<file path="config.mk">
export PLATFORM = sky130hd
export DESIGN_NAME = axi_lite_kernel_scheduler
export DESIGN_NICKNAME = d
export VERILOG_FILES = /design/src/rtl/axi_lite_kernel_scheduler.sv
export SDC_FILE = /design/constraint.sdc
export NUM_CORES = 1
export LEC_CHECK = 0
export ABC_AREA = 1
export ABC_CLOCK_PERIOD_IN_PS = 3550
export CORE_AREA = 2 2 162 164
export CTS_BUF_LIST = sky130_fd_sc_hd__clkbuf_4 sky130_fd_sc_hd__clkbuf_8
export DETAILED_ROUTE_END_ITERATION = 8
export DIE_AREA = 0 0 164 166
export PLACE_DENSITY = 0.78
export SLEW_MARGIN = 10
export SYNTH_ARGS = -nofsm -noshare
export SYNTH_HDL_FRONTEND = slang
export SYNTH_SLANG_ARGS = --single-unit
export TNS_END_PERCENT = 50
</file>
<file path="constraint.sdc">
create_clock -name clk -period 3.55 [get_ports clk]
set_clock_uncertainty 0.05 [all_clocks]
set_input_delay 0.71 -clock clk [delete_from_list [all_inputs] [get_ports clk]]
set_output_delay 0.71 -clock clk [all_outputs]
set_load 0.005 [all_outputs]
</file>
<file path="src/rtl/axi_lite_kernel_scheduler.sv">
// AXI4-Lite global control registers and job dispatcher for a multi-kernel action.
// Holds manager start, init address, interrupt status/enable, kernel disable and
// job counters; grants job_start requests to idle, enabled kernels.
module axi_lite_kernel_scheduler #(
    parameter int KERNEL_NUM = 8,
    parameter int ADDR_WIDTH = 32,
    parameter int ARB_MODE   = 0
) (
    input  logic                  clk,
    input  logic                  rst_n,
    input  logic                  s_axi_awvalid,
    output logic                  s_axi_awready,
    input  logic [ADDR_WIDTH-1:0] s_axi_awaddr,
    input  logic [2:0]            s_axi_awprot,
    input  logic                  s_axi_wvalid,
    output logic                  s_axi_wready,
    input  logic [31:0]           s_axi_wdata,
    input  logic [3:0]            s_axi_wstrb,
    output logic                  s_axi_bvalid,
    input  logic                  s_axi_bready,
    output logic [1:0]            s_axi_bresp,
    input  logic                  s_axi_arvalid,
    output logic                  s_axi_arready,
    input  logic [ADDR_WIDTH-1:0] s_axi_araddr,
    input  logic [2:0]            s_axi_arprot,
    output logic                  s_axi_rvalid,
    input  logic                  s_axi_rready,
    output logic [31:0]           s_axi_rdata,
    output logic [1:0]            s_axi_rresp,
    output logic                  manager_start,
    output logic [63:0]           init_addr,
    output logic                  new_job,
    output logic                  job_done,
    input  logic                  job_start,
    output logic [KERNEL_NUM-1:0] kernel_start,
    input  logic [KERNEL_NUM-1:0] kernel_complete,
    input  logic [31:0]           i_action_type,
    output logic                  o_interrupt
);
    localparam int LGW = (KERNEL_NUM > 1) ? $clog2(KERNEL_NUM) : 1;
    localparam logic [31:0] KMASK    = (32'h1 << KERNEL_NUM) - 32'h1;
    localparam logic [31:0] IRQ_MASK = KMASK | 32'h8000_0000;
    localparam logic [31:0] UNMAPPED = 32'h5A5A_A5A5;
    localparam logic [KERNEL_NUM-1:0] ONE = KERNEL_NUM'(1'b1);

    // Expand byte strobes into a bit mask.
    function automatic logic [31:0] strb_mask(input logic [3:0] strb);
        logic [31:0] m;
        for (int b = 0; b < 4; b++) m[b*8 +: 8] = {8{strb[b]}};
        return m;
    endfunction

    // Number of set bits in a per-kernel vector.
    function automatic logic [31:0] popcount(input logic [KERNEL_NUM-1:0] v);
        logic [31:0] c;
        c = 32'h0;
        for (int i = 0; i < KERNEL_NUM; i++) c = c + 32'(v[i]);
        return c;
    endfunction

    // Zero-extend a per-kernel vector to a register word.
    function automatic logic [31:0] ext(input logic [KERNEL_NUM-1:0] v);
        return {{(32-KERNEL_NUM){1'b0}}, v};
    endfunction

    // Kernel index reached by stepping off positions past base, wrapping.
    function automatic int rr_index(input int base, input int off);
        int s;
        s = base + off;
        return (s >= KERNEL_NUM) ? s - KERNEL_NUM : s;
    endfunction

    logic                  wr_ready_q, wr_ready_d, bvalid_q, bvalid_d;
    logic                  arready_q, arready_d, rvalid_q, rvalid_d;
    logic [31:0]           rdata_q, rdata_d;
    logic [31:0]           status_q, status_d, enable_q, enable_d;
    logic                  ms_q, ms_d;
    logic [31:0]           hi_q, hi_d, lo_q, lo_d;
    logic [KERNEL_NUM-1:0] busy_q, busy_d, disable_q, disable_d;
    logic [KERNEL_NUM-1:0] prev_q, prev_d, ks_q, ks_d;
    logic [31:0]           disp_q, disp_d, comp_q, comp_d;
    logic [LGW-1:0]        last_grant_q, last_grant_d, grant_idx_s;
    logic                  irq_q, irq_d;

    logic                  wr_en_s, rd_en_s, go_s, miss_s, clear_s, unused_s;
    logic [7:0]            waddr_s;
    logic [31:0]           wmask_s, wbits_s, w1c_s, rd_mux_s;
    logic [KERNEL_NUM-1:0] pe_s, eligible_s, grant_s;

    assign wr_en_s    = wr_ready_q & s_axi_awvalid & s_axi_wvalid;
    assign rd_en_s    = arready_q & s_axi_arvalid;
    assign waddr_s    = s_axi_awaddr[7:0];
    assign wmask_s    = strb_mask(s_axi_wstrb);
    assign wbits_s    = s_axi_wdata & wmask_s;
    assign pe_s       = ~prev_q & kernel_complete;
    assign eligible_s = ~busy_q & ~disable_q;
    assign go_s       = job_start & (|eligible_s);
    assign miss_s     = job_start & ~(|eligible_s);
    assign grant_s    = go_s ? (ONE << grant_idx_s) : '0;
    assign unused_s   = ^{s_axi_awprot, s_axi_arprot, s_axi_awaddr[ADDR_WIDTH-1:8],
                          s_axi_araddr[ADDR_WIDTH-1:8]};

    // Grant selection: highest eligible index, or nearest eligible after last grant.
    always_comb begin
        grant_idx_s = last_grant_q;
        if (ARB_MODE == 0) begin
            for (int i = 0; i < KERNEL_NUM; i++) begin
                grant_idx_s = eligible_s[LGW'(i)] ? LGW'(i) : grant_idx_s;
            end
        end else begin
            for (int i = KERNEL_NUM; i >= 1; i--) begin
                grant_idx_s = eligible_s[LGW'(rr_index(int'(last_grant_q), i))]
                            ? LGW'(rr_index(int'(last_grant_q), i)) : grant_idx_s;
            end
        end
    end

    // Register read multiplexer, sampled on the AR handshake.
    always_comb begin
        case (s_axi_araddr[7:0])
            8'h10:   rd_mux_s = i_action_type;
            8'h30:   rd_mux_s = status_q;
            8'h34:   rd_mux_s = enable_q;
            8'h38:   rd_mux_s = {31'h0, ms_q};
            8'h3C:   rd_mux_s = hi_q;
            8'h40:   rd_mux_s = lo_q;
            8'h44:   rd_mux_s = ext(busy_q);
            8'h48:   rd_mux_s = disp_q;
            8'h4C:   rd_mux_s = comp_q;
            8'h50:   rd_mux_s = ext(disable_q);
            default: rd_mux_s = UNMAPPED;
        endcase
    end

    // Next state for handshakes, registers, dispatch state and counters.
    always_comb begin
        wr_ready_d = s_axi_awvalid & s_axi_wvalid & ~bvalid_q & ~wr_ready_q;
        bvalid_d   = wr_en_s ? 1'b1 : (s_axi_bready ? 1'b0 : bvalid_q);
        rvalid_d   = rd_en_s ? 1'b1 : (s_axi_rready ? 1'b0 : rvalid_q);
        arready_d  = ~rvalid_d;
        rdata_d    = rd_en_s ? rd_mux_s : rdata_q;
        enable_d   = enable_q;
        ms_d       = ms_q;
        hi_d       = hi_q;
        lo_d       = lo_q;
        disable_d  = disable_q;
        w1c_s      = 32'h0;
        clear_s    = 1'b0;
        if (wr_en_s) begin
            case (waddr_s)
                8'h30: w1c_s = wbits_s;
                8'h34: enable_d = ((enable_q & ~wmask_s) | wbits_s) & IRQ_MASK;
                8'h38: begin
                    ms_d    = wmask_s[0] ? s_axi_wdata[0] : ms_q;
                    clear_s = wbits_s[1];
                end
                8'h3C: hi_d = (hi_q & ~wmask_s) | wbits_s;
                8'h40: lo_d = (lo_q & ~wmask_s) | wbits_s;
                8'h50: disable_d = (disable_q & ~wmask_s[KERNEL_NUM-1:0])
                                 | wbits_s[KERNEL_NUM-1:0];
                default: w1c_s = 32'h0;
            endcase
        end else begin
            w1c_s = 32'h0;
        end
        // A completion edge or dispatch miss wins over a simultaneous W1C.
        status_d     = ((status_q & ~w1c_s) | ext(pe_s) | {miss_s, 31'h0}) & IRQ_MASK;
        busy_d       = (busy_q & ~pe_s) | grant_s;
        ks_d         = grant_s;
        last_grant_d = go_s ? grant_idx_s : last_grant_q;
        disp_d       = clear_s ? 32'h0 : disp_q + 32'(go_s);
        comp_d       = clear_s ? 32'h0 : comp_q + popcount(pe_s);
        prev_d       = kernel_complete;
        irq_d        = |(status_q & enable_q);
    end

    // State registers with asynchronous reset.
    always_ff @(posedge clk or negedge rst_n) begin
        if (!rst_n) begin
            wr_ready_q   <= 1'b0;
            bvalid_q     <= 1'b0;
            arready_q    <= 1'b1;
            rvalid_q     <= 1'b0;
            rdata_q      <= 32'h0;
            status_q     <= 32'h0;
            enable_q     <= 32'h0;
            ms_q         <= 1'b0;
            hi_q         <= 32'h0;
            lo_q         <= 32'h0;
            busy_q       <= '0;
            disable_q    <= '0;
            prev_q       <= '1;
            ks_q         <= '0;
            disp_q       <= 32'h0;
            comp_q       <= 32'h0;
            last_grant_q <= LGW'(KERNEL_NUM - 1);
            irq_q        <= 1'b0;
        end else begin
            wr_ready_q   <= wr_ready_d;
            bvalid_q     <= bvalid_d;
            arready_q    <= arready_d;
            rvalid_q     <= rvalid_d;
            rdata_q      <= rdata_d;
            status_q     <= status_d;
            enable_q     <= enable_d;
            ms_q         <= ms_d;
            hi_q         <= hi_d;
            lo_q         <= lo_d;
            busy_q       <= busy_d;
            disable_q    <= disable_d;
            prev_q       <= prev_d;
            ks_q         <= ks_d;
            disp_q       <= disp_d;
            comp_q       <= comp_d;
            last_grant_q <= last_grant_d;
            irq_q        <= irq_d;
        end
    end

    assign s_axi_awready = wr_ready_q;
    assign s_axi_wready  = wr_ready_q;
    assign s_axi_bvalid  = bvalid_q;
    assign s_axi_bresp   = 2'b00;
    assign s_axi_arready = arready_q;
    assign s_axi_rvalid  = rvalid_q;
    assign s_axi_rdata   = rdata_q;
    assign s_axi_rresp   = 2'b00;
    assign manager_start = ms_q;
    assign init_addr     = {hi_q, lo_q};
    assign new_job       = |eligible_s;
    assign job_done      = ~(|busy_q);
    assign kernel_start  = ks_q;
    assign o_interrupt   = irq_q;
endmodule

</file>
# Yosys cells after proc, flatten, opt, wreduce, memory -nomap -nowiden
# Index checks and enable logic that the tools add are counted.
[classes]
eq_ne = 16
reduce_logical = 9
shift = 1
bitwise_logic = 37
addsub = 9
n_mux = 16
[ops]
columns = ["op", "count"]
rows = [
  ["$pmux W32 S10", 1],
  ["$and A32 B32 Y32", 6],
  ["$mux W32", 4],
  ["$or A32 B32 Y32", 4],
  ["$eq A8 B6 Y1 const B", 8],
  ["$not A32 Y32", 2],
  ["$eq A8 B7 Y1 const B", 7],
  ["$not A8 Y8", 5],
  ["$add A32 B1 Y32", 1],
  ["$add A32 B8 Y32", 1],
  ["$and A8 B8 Y8", 4],
  ["$or A32 B8 Y32", 1],
  ["$reduce_or A32 Y1", 1],
  ["$or A8 B8 Y8", 2],
  ["$reduce_or A8 Y1", 2],
  ["$mux W3", 4],
  ["$add A7 B1 Y8", 1],
  ["$and A1 B1 Y1", 8],
  ["$eq A8 B5 Y1 const B", 1],
  ["$mux W8", 1],
  ["$reduce_and A2 Y1", 4],
  ["$shl A1 B3 Y8 const A", 1],
  ["$add A6 B1 Y7", 1],
  ["$add A5 B1 Y6", 1],
  ["8 further kinds", 17],
]
[totals]
register_bits = 219
inputBits = 154
output_inout_bits = 117
elab_cells = 106

# Longest topological paths before layout
[logic_depth]
word_depth = 11
mapped_depth = 22
mapped_depth_nobuf = 22

# Worst setup path after synthesis
# OpenSTA, ideal clock, no wires.
[synth_path]
path_kind = "input to register"
start = "input kernel_complete[1]"
end = "register comp_q[26]"
required_ns = 3.379
setup_ns = 0.121
cell_stages = 19
path_slack_ns = -0.509
arrival_ns = 3.888
path_buffers = 0
path_cell_list = "inv_1 -> nor2_1 -> ha_1 -> inv_1 -> fa_1 -> fa_1 -> fa_1 -> inv_1 -> ha_1 -> inv_1 -> fa_1 -> inv_1 -> nand3_1 -> nand2_1 -> nand2_1 -> a21boi_0 -> nand3_1 -> nand2_1 -> nor2_1"
[synth_via]
elab_chain_cells = 10
[synth_lines]
columns = ["element", "line", "rtl"]
rows = [
  ["start: declaration", "36", "input logic [KERNEL_NUM-1:0] kernel_complete,"],
  ["$and A8 B8 Y8", "95", "assign pe_s = ~prev_q & kernel_complete;"],
  ["$add A1 B1 Y2", "57", "for (int i = 0; i < KERNEL_NUM; i++) c = c + 32'(v[i]);"],
  ["$add A2 B1 Y3", "57", ""],
  ["$add A3 B1 Y4", "57", ""],
  ["$add A4 B1 Y5", "57", ""],
  ["$add A5 B1 Y6", "57", ""],
  ["$add A6 B1 Y7", "57", ""],
  ["$add A7 B1 Y8", "57", ""],
  ["$add A32 B8 Y32", "172", "comp_d = clear_s ? 32'h0 : comp_q + popcount(pe_s);"],
  ["$mux W32", "172", ""],
  ["net comp_d[26]", "81", "logic [31:0] disp_q, disp_d, comp_q, comp_d;"],
  ["end signal: assignment", "214", "comp_q <= comp_d;"],
  ["end: declaration", "81", ""],
]
# The timed path passes the listed nets, and every way through them passes these cells.
# A chain may end at the register's enable or synchronous reset.

# Worst setup path after layout
[layout_path]
start = "input kernel_complete[1]"
end = "register comp_q[30]"
# Same word-level chain as after synthesis.

==> results.toml <==
[synth]
avgSynthCellArea_um2 = 7.54
synth_edf_count = 0
synth_top_flop_cell = "dfrtp_1"
synth_cell_type_count = 50
syn_inst = 1564
syn-cell-area_um2 = 11800
async_flop_share_pct = 100
ys_warn_count = 0
yosysSeqAreaShare_pct = 46.6
ys_ff_latch = 219

[die]
fp.dieW_um = 164
core_um2 = 25600
die_y_um = 166
dieArea_um2 = 27200
rows = 59
start_util_pct = 46.0
io_pins = 271

[worst_setup_path]
crit_arrival_ps = 4240
r2r_slack_ps = -260
r2r_start = "prev_q[1]$_DFF_PN1_"
endpoint_kind = "flip-flop"
critPathMaxFanout = 6
crit_type = "input port to flip-flop"
reg2reg_to = "comp_q[30]$_DFF_PN0_"
setup.worst_path.start = "kernel_complete[1]"
max_stage_delay_ps = 490
path_cells = "dlygate4sd2_1 -> buf_6 -> inv_12 -> nor2_4 -> ha_4 -> inv_2 -> fa_1 -> fa_1 -> fa_2 -> inv_2 -> ha_4 -> inv_2 -> fa_2 -> inv_2 -> nand3_2 -> nand2_4 -> nand2_4 -> nand2_4 -> nand2_4 -> inv_6 -> nand2_2 -> nand2_1 -> nand2_1 -> nor2_1"
required_ps = 3970
reg2regPathDepth = 21
cp-start-kind = "input port"
slowest_stage = "fa_1"

[finish]
fillers = 2325
syn2layout_area_growth_pct = 31.7
mostFrequentLayoutCell = "nand2_1"
final_cell_mix = "413 x nand2_1, 209 x clkdlybuf4s50_1, 207 x dfrtp_1"
instances_no_fill = 2179
fin_nets = 1987
fin_util_pct = 60.6
drive_gt1_share_pct = 11.8

[grt]
grtUsageTotal_pct = 28.7
grt_pass1_vias = 11300
grt_first_pass_wirelength_mm = 61.0
antenna_found_initial = 1
grt_max_degree = 79
globalRouteOverflowTotal = 0

[min_path]
hp-class = "input port to asynchronous set/reset pin"

[placed_design]
placed_cells = 2102
routabilityCongestion = 0.947
port_buffers = 212
place_hpwl_mm = 29.5

[drt]
routed_via_density = 5.34
antenna_left = 0
firstDrtPassIters = 6
drc = 0
wl_per_cell_um = 18.1
drt-total-wl_mm = 39.5
vias = 11600
drt_iter0_drc = 1184

[run_status]
violations = "setup timing"
status = "finished with violations"

[sta]
fin_hold_ws_ps = 162
layout_min_cycle_time_ps = 3820
final_hold_viol_count = 0
relSlewSlack_pct = 51.0
setup_ws_ps = -273
rsz0062_at_grt = "true"
setup_viol_count_final = 15
slew_viol_final = 0
setup_tns_ps = -2830
post-route-period-util_pct = 108
max_freq_ghz = 0.262
max_slew.worst_pin.slew_ps = 729

[cts]
cts_buffer_depth = 3
clock-sinks = 219
cts_root_buffer = "clkbuf_8"
h-tree-depth = 2
cts_tree = "built"
cts_hold_buf = 0
clk_latency_ps = 540
clk_pin_slew_worst_paths_ps = 70
cts_made_buffers = 38

[flow_run]
drv_cap = 0

[pwr]
power.total_w = 0.00689
ir_worst_vdd_mv = 0.287
leakage_nw = 7.30
power.density_nw_per_um2 = 444
[final cells by class]
cell class	count	area [µm²]	area share [%]
antenna	1	2.50	0.0161
clock buffer	54	706	4.54
clock inverter	14	153	0.983
inverter	183	709	4.57
multi-input combinational	1120	5570	35.9
sequential	219	5500	35.4
tap	335	419	2.70
timing repair buffer	253	2470	15.9
[worst max-delay path: cells and delay by family]
kind	cells	cell delay, ps
adder cells (fa/ha/maj)	6	2130
buffers and inverters	8	720
AND/OR/NAND/NOR	10	700
[how the worst max path moves through the flow]
| stage | end | cells after the start |
|---|---|---|
| global placement | comp_q[30]$_DFF_PN0_ | 23 |
| detailed placement | comp_q[30]$_DFF_PN0_ | 24 |
| floorplan | comp_q[12]$_DFF_PN0_ | 19 |
| CTS | comp_q[30]$_DFF_PN0_ | 21 |
| finish | comp_q[30]$_DFF_PN0_ | 24 |
| global route | comp_q[30]$_DFF_PN0_ | 21 |
[cell families after synthesis]
kind of cell / Yosys count / share of synthesized area [%]
AND/OR/NAND/NOR: 859 / 31.7
buffers and inverters: 228 / 8.19
AO/OA/AOI/OAI: 222 / 10.0
flip-flops: 219 / 46.6
adder cells (fa/ha/maj): 18 / 2.17
XOR/XNOR: 17 / 1.26
other: 1 / 0.0318
[cells in the mapped netlist, types with 14 or more instances]
master   number  area share (%)
nand4_1      22             1.2
nand2_1     427              14
ha_1         14             1.5
nand3_1     132             5.6
xor2_1       15             1.1
o21ai_0     105             4.5
buf_2        22            0.93
nor2_1      206             6.6
dfrtp_1     207              44
o21ai_1      58             2.5
inv_1       179             5.7
nor3_1       27             1.1
a21oi_1      34             1.4
[metal layers]
metal	global-route usage [%]	share of wire, %	vias up
met5	0	0	-
met4	11.8	4.0	0
met1	37.9	41	5506
met2	46.8	47	525
met3	4.70	7.1	95
li1	-	-	5518
[power breakdown]
part           leakage (nW)  switching [W]  internal, W
Combinational          4.15       0.000796     0.000634
Sequential             2.70       0.000176      0.00268
Clock                 0.459        0.00109      0.00151
Total                  7.30        0.00206      0.00483
[per-stage QoR]
step	instance area, µm²	worst slack [ps]
after floorplan	11900	-303
after global placement	14400	-1070
after detailed placement	14400	-1130
after CTS	15400	-352
after global routing	15500	-427
final	15500	-273
[repair_timing]
action | CTS | global route
cloned | 1 | 0
pin swaps | 13 | 10
setup endpoints to repair | 31 | 28
buffers inserted | 4 | 3
gates resized for setup | 36 | 18
No activity file was read; power rests on OpenSTA's default activity.
